<file path="src/rtl/imem_loader.sv">
// Instruction-memory loader: frames a byte stream (length, LE words, XOR checksum)
// into one-word RAM writes and holds the CPU in reset while a load is in flight.
`timescale 1ns/1ps
module imem_loader #(
  parameter int unsigned DEPTH = 512,
  parameter int unsigned AW    = 9
) (
  input  logic          clk,
  input  logic          reset,
  input  logic          start,
  input  logic          in_valid,
  input  logic [7:0]    in_data,
  output logic          in_ready,
  output logic          mem_we,
  output logic [AW-1:0] mem_addr,
  output logic [31:0]   mem_wd,
  output logic          cpu_hold,
  output logic          busy,
  output logic          done,
  output logic          error,
  output logic [AW:0]   words_loaded
);

  typedef enum logic [2:0] {
    S_IDLE,
    S_LEN_LO,
    S_LEN_HI,
    S_DATA,
    S_CSUM,
    S_DONE,
    S_ERR
  } state_t;

  localparam logic [15:0] DEPTH16 = 16'(DEPTH);
  localparam logic [AW:0] ONE     = 1;

  state_t        state_q, state_d;
  logic [7:0]    len_lo_q, len_lo_d;
  logic [AW:0]   len_q, len_d;
  logic [7:0]    acc_q, acc_d;
  logic [1:0]    lane_q, lane_d;
  logic [23:0]   wd_q, wd_d;
  logic [AW:0]   words_q, words_d;
  logic          mem_we_q, mem_we_d;
  logic [AW-1:0] mem_addr_q, mem_addr_d;
  logic [31:0]   mem_wd_q, mem_wd_d;
  logic          cpu_hold_q, cpu_hold_d;
  logic          done_q, done_d;
  logic          error_q, error_d;

  logic          accept;
  logic [15:0]   len_full;
  logic [AW:0]   words_inc;

  always_comb begin
    in_ready = 1'b0;
    busy     = 1'b0;
    case (state_q)
      S_LEN_LO, S_LEN_HI, S_DATA, S_CSUM: begin
        in_ready = 1'b1;
        busy     = 1'b1;
      end
      default: ;
    endcase
  end

  assign accept    = in_valid & in_ready;
  assign len_full  = {in_data, len_lo_q};
  assign words_inc = words_q + ONE;

  always_comb begin
    state_d    = state_q;
    len_lo_d   = len_lo_q;
    len_d      = len_q;
    acc_d      = acc_q;
    lane_d     = lane_q;
    wd_d       = wd_q;
    words_d    = words_q;
    mem_we_d   = 1'b0;
    mem_addr_d = mem_addr_q;
    mem_wd_d   = mem_wd_q;
    cpu_hold_d = cpu_hold_q;
    done_d     = done_q;
    error_d    = error_q;

    case (state_q)
      S_IDLE, S_DONE, S_ERR: begin
        if (start) begin
          state_d    = S_LEN_LO;
          done_d     = 1'b0;
          error_d    = 1'b0;
          words_d    = '0;
          acc_d      = '0;
          lane_d     = '0;
          cpu_hold_d = 1'b1;
        end
      end

      S_LEN_LO: begin
        if (accept) begin
          len_lo_d = in_data;
          acc_d    = acc_q ^ in_data;
          state_d  = S_LEN_HI;
        end
      end

      S_LEN_HI: begin
        if (accept) begin
          acc_d = acc_q ^ in_data;
          if (len_full == '0 || len_full > DEPTH16) begin
            state_d = S_ERR;
            error_d = 1'b1;
          end else begin
            len_d   = len_full[AW:0];
            state_d = S_DATA;
          end
        end
      end

      S_DATA: begin
        if (accept) begin
          acc_d  = acc_q ^ in_data;
          lane_d = lane_q + 2'd1;
          case (lane_q)
            2'd0: wd_d[7:0]   = in_data;
            2'd1: wd_d[15:8]  = in_data;
            2'd2: wd_d[23:16] = in_data;
            default: begin
              // Fourth byte completes the word straight into the write register.
              mem_we_d   = 1'b1;
              mem_addr_d = words_q[AW-1:0];
              mem_wd_d   = {in_data, wd_q};
              words_d    = words_inc;
              if (words_inc == len_q) state_d = S_CSUM;
            end
          endcase
        end
      end

      S_CSUM: begin
        if (accept) begin
          if (in_data == acc_q) begin
            state_d    = S_DONE;
            done_d     = 1'b1;
            cpu_hold_d = 1'b0;
          end else begin
            state_d = S_ERR;
            error_d = 1'b1;
          end
        end
      end

      default: state_d = S_IDLE;
    endcase
  end

  always_ff @(posedge clk or negedge reset) begin
    if (!reset) begin
      state_q    <= S_IDLE;
      len_lo_q   <= '0;
      len_q      <= '0;
      acc_q      <= '0;
      lane_q     <= '0;
      wd_q       <= '0;
      words_q    <= '0;
      mem_we_q   <= 1'b0;
      mem_addr_q <= '0;
      mem_wd_q   <= '0;
      cpu_hold_q <= 1'b0;
      done_q     <= 1'b0;
      error_q    <= 1'b0;
    end else begin
      state_q    <= state_d;
      len_lo_q   <= len_lo_d;
      len_q      <= len_d;
      acc_q      <= acc_d;
      lane_q     <= lane_d;
      wd_q       <= wd_d;
      words_q    <= words_d;
      mem_we_q   <= mem_we_d;
      mem_addr_q <= mem_addr_d;
      mem_wd_q   <= mem_wd_d;
      cpu_hold_q <= cpu_hold_d;
      done_q     <= done_d;
      error_q    <= error_d;
    end
  end

  assign mem_we       = mem_we_q;
  assign mem_addr     = mem_addr_q;
  assign mem_wd       = mem_wd_q;
  assign cpu_hold     = cpu_hold_q;
  assign done         = done_q;
  assign error        = error_q;
  assign words_loaded = words_q;

endmodule

</file>
<file path="config.mk">
export PLATFORM = sky130hd
export DESIGN_NAME = imem_loader
export DESIGN_NICKNAME = d
export VERILOG_FILES = /design/src/rtl/imem_loader.sv
export SDC_FILE = /design/constraint.sdc
export NUM_CORES = 1
export LEC_CHECK = 0
export CORE_MARGIN = 2
export CORE_UTILIZATION = 56
export CTS_BUF_LIST = sky130_fd_sc_hd__clkbuf_2
export DETAILED_ROUTE_END_ITERATION = 12
export GPL_TIMING_DRIVEN = 0
export PLACE_DENSITY = 0.81
export SLEW_MARGIN = 20
export SYNTH_ARGS = -nofsm -noshare
export SYNTH_HDL_FRONTEND = slang
export SYNTH_SLANG_ARGS = --single-unit
</file>
<file path="constraint.sdc">
create_clock -name clk -period 4.6 [get_ports clk]
set_clock_uncertainty 0.1 [all_clocks]
set_input_delay 0.46 -clock clk [delete_from_list [all_inputs] [get_ports clk]]
set_output_delay 0.46 -clock clk [all_outputs]
set_load 0.01 [all_outputs]
</file>
==> After elaboration in Yosys (flattened, before gate mapping) <==
Index checks and enable logic that the tools add are counted.
{ "word_totals": {"reg_bits": 110, "output_inout_bits": 57} }
{ "classes": {"add_sub_neg": 2, "n_lt_le_gt_ge": 1, "eq_ne": 21, "mux": 37, "n_bitwise": 4, "n_reduce_logical": 24} }
{ "ops": {"columns": ["cell", "count"], "rows": [
  ["$mux W10", 3],
  ["$mux W3", 8],
  ["$reduce_and A3 Y1", 7],
  ["$ne A2 B2 Y1 const B", 10],
  ["$pmux W10 S2", 1],
  ["$gt A16 B10 Y1 const B", 1],
  ["$logic_not A16 Y1", 1],
  ["$mux W8", 2],
  ["$pmux W8 S2", 1],
  ["$pmux W3 S5", 1],
  ["$mux W1", 14],
  ["$add A10 B1 Y10 const B", 1],
  ["$eq A10 B10 Y1", 1],
  ["$eq A3 B3 Y1 const B", 3],
  ["$reduce_or A3 Y1", 3],
  ["$eq A8 B8 Y1", 1],
  ["$reduce_and A4 Y1", 2],
  ["$xor A8 B8 Y8", 1],
  ["$reduce_and A7 Y1", 1],
  ["$eq A3 B2 Y1 const B", 2],
  ["$mux W2", 3],
  ["$reduce_and A6 Y1", 1],
  ["$reduce_bool A2 Y1", 3],
  ["$pmux W1 S2", 2],
  ["other kinds (15)", 16]
]} }

==> Depth between registers and ports, before layout <==
Gate-level depths: netlist (run 1).
{ "logic_depth": {"depth_word": 6, "mapped_depth": 9, "ltp_nobuf": 7} }

==> Worst setup path after synthesis (run 1) <==
No wires, ideal clock.
{ "synth_path": {"kind": "input to register", "from": "in in_data[7]", "to": "reg cpu_hold_q (netlist: cpu_hold)", "arrival_ns": 1.852, "required_time_ns": 4.382, "slack_ns": 2.530, "path_stages": 6, "path_buffers": 1, "cell_sequence": "clkbuf_1 xor2_1 nor4_1 nand2_1 or4b_1 a21o_1"} }
{ "synth_between": {"elab_chain_len": 3} }
{ "synth_rtl": {"columns": ["item", "line", "rtl"], "rows": [
  ["start: declaration", "12", "input logic [7:0] in_data,"],
  ["$eq A8 B8 Y1", "142", "if (in_data == acc_q) begin"],
  ["$ne A2 B2 Y1 (no source line)", null, null],
  ["$reduce_and A4 Y1 (no source line)", null, null],
  ["end signal: assignment", "183", "cpu_hold_q <= cpu_hold_d;"],
  ["end: declaration", "47", "logic cpu_hold_q, cpu_hold_d;"]
]} }
No other way between the ends.
A chain may end at the register's enable or synchronous reset.

==> Final worst setup path (run 1) <==
{ "layout_path": {"from": "reg state_q[1]", "to": "out in_ready"} }
{ "layout_between": {"elab_chain_len": 3} }
{ "layout_rtl": {"columns": ["item", "line", "rtl"], "rows": [
  ["start: declaration", "37", "state_t state_q, state_d;"],
  ["start signal: assignment", "173", "state_q <= state_d;"],
  ["$eq A3 B3 Y1, or another cell as far along", "58", "case (state_q)"],
  ["$reduce_or A4 Y1 (*)", "58", null],
  ["$mux W1 (*)", "58", null],
  ["end: declaration", "13", "output logic in_ready,"]
]} }
Mark *: on every way between the ends. The rest lies on a longest branch, timed or not.

==> flow_metrics.py, run 1 <==
metrics = {
    "setup_path": {
        "critPathRequiredTime_ns": 4.04,
        "cp_num_buf_inv": 3,
        "cp_top_family": "buffers and inverters",
        "cp_max_fo": 7,
        "endpoint_kind": "output pin",
        "r2r_cells": 9,
        "crit_slowest_cell": "clkdlybuf4s50_1",
        "path_cells": "clkbuf_2, nor2_1, xnor2_1, buf_4, clkdlybuf4s50_1",
        "crit_type": "reg -> out",
        "path_depth": 5,
        "cp.arrival_ns": 2.32,
        "cp-start-kind": "register",
        "critPathMaxStageDelay_ns": 0.52,
    },
    "placed_design": {
        "hpwlAfterDp_um": 7951,
        "dp_cells": 643,
        "place_area_sq_um": 5829,
        "gp_congestion": 0.8369,
        "port_buffers": 60,
    },
    "yosys": {
        "synthFlopType": "dfrtp_1",
        "synth-seq-area-share_pct": 54.35,
        "yosys-top-cells-area": "dfrtp_1 (54%), mux2_2 (12%), nand2_1 (7.0%), o21ai_0 (3.8%), xor2_1 (2.6%)",
        "syn-mean-instance-area_sq_um": 10.69,
        "synth.distinct_cells": 53,
        "ys_seq_elements": 110,
        "synthCells": 474,
        "syn-cell-area_sq_um": 5065,
        "synth_enable_flop_cells": 0,
        "syn_nets": 491,
        "yosysWarnings": 0,
        "yosysTopAreaCell": "dfrtp_1",
        "ys_async_sr_fraction_pct": 100.0,
        "yosysTopAreaCellShare_pct": 54.35,
    },
    "route": {
        "remaining_drc_errors": 0,
        "wl_um": 11180,
        "met2_length_um": 5708,
        "antenna_left": 0,
        "dr.pass1.iters": 4,
        "wl_met3_um": 388,
        "drt_iter0_markers": 225,
        "top_layer": "met4",
        "via_count": 3793,
        "viasPerCell": 5.747,
        "m1WireLength_um": 4937,
        "post_drt_wl_per_cell_um": 16.94,
    },
    "global_routing": {
        "grt_max_degree": 73,
        "grt_pass1_wl_um": 18890,
        "grt_antenna_before_repair": 0,
        "grt-ovfl-total": 0,
        "first_global_vias": 3854,
        "grt.total_usage_pct": 24.30,
    },
    "finish": {
        "nets": 564,
        "final_cell_mix": "dfrtp_1 (110), nand2_1 (95), clkdlybuf4s50_1 (59)",
        "fillerInstances": 679,
        "multi_input_area_sq_um": 2147,
        "seq_area_sq_um": 2753,
        "mostFrequentLayoutCell": "dfrtp_1",
        "synthToLayoutAreaGrowth_pct": 17.51,
        "fin_cells": 660,
        "layout-drive-gt1-share_pct": 18.12,
        "antennaDiodeCount": 0,
        "final_area_sq_um": 5952,
    },
    "sta": {
        "clock.fmax_ghz": 0.3476,
        "setup_tns_ns": 0,
        "hold_viol": 0,
        "setup_viol": 0,
        "rsz0062_at_grt": "no",
        "slew_headroom_pct": 33.40,
        "period_minus_slack_ns": 2.877,
        "min_period_over_period_pct": 62.54,
        "slew_violations": 0,
        "worst_pin_slew_ns": 0.9908,
    },
    "die": {
        "core-area_sq_um": 8763,
        "initial_core_util_pct": 57.80,
        "rows": 34,
        "ios": 69,
        "die_x_um": 99.10,
        "fp.dieH_um": 99.10,
        "die_area_sq_um": 9821,
    },
    "clock_network": {
        "worstSkewPairLatency_ns": 0.62,
        "cts_buffers": 9,
        "clockRootBuffer": "clkbuf_2",
        "post_cts_buffers": 0,
        "clock_sinks": 110,
        "ctsLongestPathBuffers": 2,
        "ctsResizeCount": 0,
        "cts_tree": "done",
        "cts_max_level": 3,
        "clk_pin_slew_worst_paths_ns": 0.33,
    },
    "min_path": {
        "hp-class": "in -> async",
    },
    "pwr": {
        "powerDensity_nw_per_um2": 511.6,
        "leakage_nw": 2.809,
        "worst_ir_drop_vdd_mv": 0.2777,
        "finalPower_mw": 3.045,
    },
    "flow_run": {
        "maxCapViolCount": 0,
    },
    "run_status": {
        "outcome": "complete, no violations",
    },
}
[state kept, by name (all words and copies together) (netlist names)]
name and cells:
acc_q 8, cpu_hold 1, done 1, error 1
lane_q 2, len_lo_q 8, len_q 10, mem_addr 9
mem_wd 32, mem_we 1, state_q 3, wd_q 24
words_loaded 10
[worst paths after layout]
path	slack [ns]	start	to
hold reg to reg	0.37	wd_q[4]	mem_wd[4]
setup reg to reg	2.17	state_q[1]	words_loaded[3]
hold / removal	0.13	reset	mem_wd[0]
setup / recovery	1.72	state_q[1]	in_ready
min in group clk	0.20	in_data[5]	acc_q[5]
max in group asynchronous	3.56	reset	mem_wd[26]
[routing by layer]
layer / global-route usage (%) / vias to the layer above
li1: - / 1776
met1: 31.67 / 1926
met2: 42.05 / 77
met3: 4.568 / 14
met4: 6.533 / 0
met5: 0 / -
[through the flow]
step                setup WS [ns]  hold slack (ns)  utilization [%]
finish                      1.723           0.1333            67.92
global route                1.566           0.1121            67.92
CTS                         1.699           0.1379            67.92
detailed placement          2.006           0.2912            66.52
global placement           -1.034           0.3450            66.19
floorplan                   2.530          0.06441                -
[logic make-up after synthesis]
kind of cell    share of synthesized area (%)
mux                                     12.85
buf+inv                                 3.261
simple gates                            15.98
fa+ha+maj                               1.235
compound gates                          8.696
flops                                   54.35
xor+xnor                                3.631
[layout make-up]
cell class                      instances  area share [%]
Sequential cell                       110           46.25
Multi-Input combinational cell        327           36.07
Timing Repair Buffer                   62           10.74
Buffer                                 30           2.333
Tap cell                              108           2.270
Clock inverter                          6           1.051
Clock buffer                           10          0.8409
Inverter                                7          0.4415
[synth_stat cells, types with 2 or more instances]
library cell and count:
o2111ai_1 2, mux2_2 56, a21oi_1 6, or3_4 2
buf_4 4, xnor2_1 6, buf_1 3, inv_1 6
xor2_1 15, nor2_1 24, a2bb2oi_1 2, ha_1 5
and3_1 5, nand4_1 4, and3_2 2, nand3_1 15
or2_2 2, nand3b_1 2, a31oi_1 3, mux2i_1 2
nor3_1 3, buf_2 8, dfrtp_1 110, nor4_1 4
a21boi_0 2, clkbuf_1 14, o21ai_0 38, nand2b_1 6
nand2_1 95, o31ai_1 5
[what timing repair did]
action | CTS | global route
hold buffers | 1 | 0
endpoints found under the setup margin | 0 | 0
endpoints found under the hold margin | 61 | 0
[report_power, final]
part	internal (mW)	switching (mW)
Sequential	1.28	0.212
Clock	0.0895	0.337
Combinational	0.587	0.544
Total	1.95	1.09
[worst register-to-register path, delay by kind of cell, from the launching register on]
family	cells	cell delay, ns
flip-flops	1	0.43
buffers and inverters	3	0.44
AO/OA/AOI/OAI	2	0.29
AND/OR/NAND/NOR	4	1.12
No activity file was read; power rests on OpenSTA's default activity.
==> run 2: changes to the inputs <==
CORE_UTILIZATION = 51   (was 56)
PLACE_DENSITY = 0.78   (was 0.81)
clock period = 2.6 ns   (was 4.6 ns; I/O delays follow)
==> run 2 against run 1 <==
  * Final cell count up 4.4%
  * Flip-flop and latch count did not move
  * Total power increased by 83%
==> flow_metrics.py, run 2 (same netlist as run 1, synthesis figures left out) <==
metrics = {
    "clock_network": {
        "clockRootBuffer": "clkbuf_2",
        "cts_max_level": 3,
        "worstSkewPairLatency_ns": 0.57,
        "post_cts_buffers": 0,
        "clock_sinks": 110,
        "ctsLongestPathBuffers": 2,
        "cts_buffers": 9,
        "clk_pin_slew_worst_paths_ns": 0.29,
        "cts_tree": "done",
    },
    "setup_path": {
        "r2r_cells": 8,
        "cp_num_buf_inv": 3,
        "r2r_start": "words_loaded[1]",
        "r2r-end": "state_q[0]",
        "cp_top_family": "buffers and inverters",
        "cp.arrival_ns": 2.11,
        "setup.worst_path.start": "state_q[1]",
        "critPathMaxStageDelay_ns": 0.52,
        "crit_type": "reg -> out",
        "endpoint_kind": "output pin",
        "ff2ff_setup_slack_ns": 0.21,
        "critPathRequiredTime_ns": 2.24,
        "crit_slowest_cell": "clkdlybuf4s50_1",
        "path_cells": "buf_2, nor2_4, xnor2_2, buf_4, clkdlybuf4s50_1",
        "cp-start-kind": "register",
        "cp_max_fo": 7,
    },
    "die": {
        "initial_core_util_pct": 52.30,
        "core-area_sq_um": 9684,
        "ios": 69,
        "die_x_um": 103.7,
        "fp.dieH_um": 103.7,
        "rows": 36,
        "die_area_sq_um": 10740,
    },
    "sta": {
        "period_minus_slack_ns": 2.475,
        "setup_tns_ns": 0,
        "slew_violations": 0,
        "hold_viol": 0,
        "clock.fmax_ghz": 0.4041,
        "setup_viol": 0,
        "timing.final.ws_setup_ns": 0.1251,
        "slew_headroom_pct": 31.94,
        "worst_pin_slew_ns": 1.012,
        "rsz0062_at_grt": "yes",
        "min_period_over_period_pct": 95.19,
    },
    "finish": {
        "final_cell_mix": "dfrtp_1 (109), nand2_1 (95), clkdlybuf4s50_1 (59)",
        "final_util_pct": 62.80,
        "largest_reg_flops": 32,
        "layout-drive-gt1-share_pct": 19.06,
        "antennaDiodeCount": 0,
        "synthToLayoutAreaGrowth_pct": 20.08,
        "mostFrequentLayoutCell": "dfrtp_1",
        "fillerInstances": 782,
        "final_area_sq_um": 6082,
        "nets": 568,
    },
    "route": {
        "post_drt_wl_per_cell_um": 16.33,
        "viasPerCell": 5.531,
        "top_layer": "met4",
        "dr.pass1.iters": 7,
        "wl_met3_um": 524,
        "m1WireLength_um": 4844,
        "drt_iter0_markers": 275,
        "via_count": 3811,
        "met2_length_um": 5743,
        "wl_um": 11250,
        "antenna_left": 0,
        "remaining_drc_errors": 0,
    },
    "global_routing": {
        "grt_pass1_wl_um": 18710,
        "grt-ovfl-total": 0,
        "grt.total_usage_pct": 21.70,
        "grt_antenna_before_repair": 0,
        "grt_max_degree": 86,
        "first_global_vias": 3774,
    },
    "min_path": {
        "hp-class": "in -> reg",
        "worstHoldStart": "in_data[6]",
        "min_to": "acc_q[6]",
        "hold_path_depth": 3,
    },
    "pwr": {
        "p_sw_mw": 1.917,
        "worst_ir_drop_vdd_mv": 0.5715,
        "pwr-share-clk_pct": 16.4,
        "power_frac_comb_pct": 36.5,
        "finalPower_mw": 5.567,
        "internal-power_mw": 3.650,
        "leakage_nw": 2.848,
        "p_sw_share_pct": 34.43,
        "seqPwrFrac_pct": 47.1,
        "powerDensity_nw_per_um2": 915.2,
    },
    "flow_run": {
        "maxCapViolCount": 0,
    },
    "placed_design": {
        "gp_congestion": 0.8588,
        "place_area_sq_um": 5861,
        "port_buffers": 60,
        "hpwlAfterDp_um": 7759,
        "dp_slack_ns": 0.1858,
    },
    "run_status": {
        "outcome": "complete, no violations",
    },
}
[run 2: cell count changes in the layout (fill, tap and decap cells not counted), sizes merged]
cell / previous run / this run
dlygate4sd3: 1 / 4
clkbuf: 25 / 24
clkinvlp: 0 / 1
buf: 17 / 18
clkinv: 3 / 2
bufinv: 0 / 2
inv: 10 / 9
[run 2: routing by layer]
layer | GRT usage (%) | vias up
met5 | 0 | -
met4 | 7.143 | 0
met3 | 4.091 | 14
met2 | 36.28 | 105
met1 | 28.75 | 1913
li1 | - | 1779
[run 2: timing repair]
item	in CTS	in global routing
pin swaps	0	1
resized for setup	3	7
hold buffers	5	0
endpoints found under the setup margin	2	9
endpoints found under the hold margin	113	0
[run 2: power by group through the flow]
stage | combinational [mW] | sequential [mW] | clock [mW]
6_report | 2.03 | 2.62 | 0.915
3_5_place_dp | 2.00 | 2.65 | 0
2_1_floorplan | 1.12 | 2.67 | 0
5_1_grt | 2.24 | 2.69 | 1.00
3_3_place_gp | 1.91 | 2.62 | 0
4_1_cts | 2.02 | 2.61 | 0.943
[run 2: worst max-delay path by stage]
stage	end	slack (ns)	cells past startpoint
final	in_ready	0.13	5
after global routing	in_ready	-0.01	5
after CTS	in_ready	0.004	5
after detailed placement	state_q[0]	0.19	8
after global placement	acc_q[0]	-2.85	1
after floorplan	state_q[0]	0.56	6
[run 2: cell type report]
class / count / area, sq um / area share [%]
Clock inverter: 7 / 107.6 / 1.769
Buffer: 30 / 143.9 / 2.366
Timing Repair Buffer: 66 / 674.4 / 11.09
Clock buffer: 9 / 45.04 / 0.7406
Tap cell: 133 / 166.4 / 2.736
Multi-Input combinational cell: 327 / 2165 / 35.59
Sequential cell: 110 / 2754 / 45.28
Inverter: 7 / 26.28 / 0.4320
[run 2: stage by stage]
stage,hold slack [ns],std cells
finish,0.02920,689
global route,0.03511,689
CTS,0.00005984,689
detailed placement,0.03683,668
global placement,0.3440,667
floorplan,-0.1356,474
[run 2: worst register-to-register path, stage by stage, from the launching register on]
cell and delay, ns:
dfrtp_1 0.53, ha_1 0.27, and3_2 0.19, clkbuf_1 0.29
nand2_1 0.11, o32ai_1 0.26, o2111ai_1 0.26, a22oi_1 0.23
o21ai_1 0.07
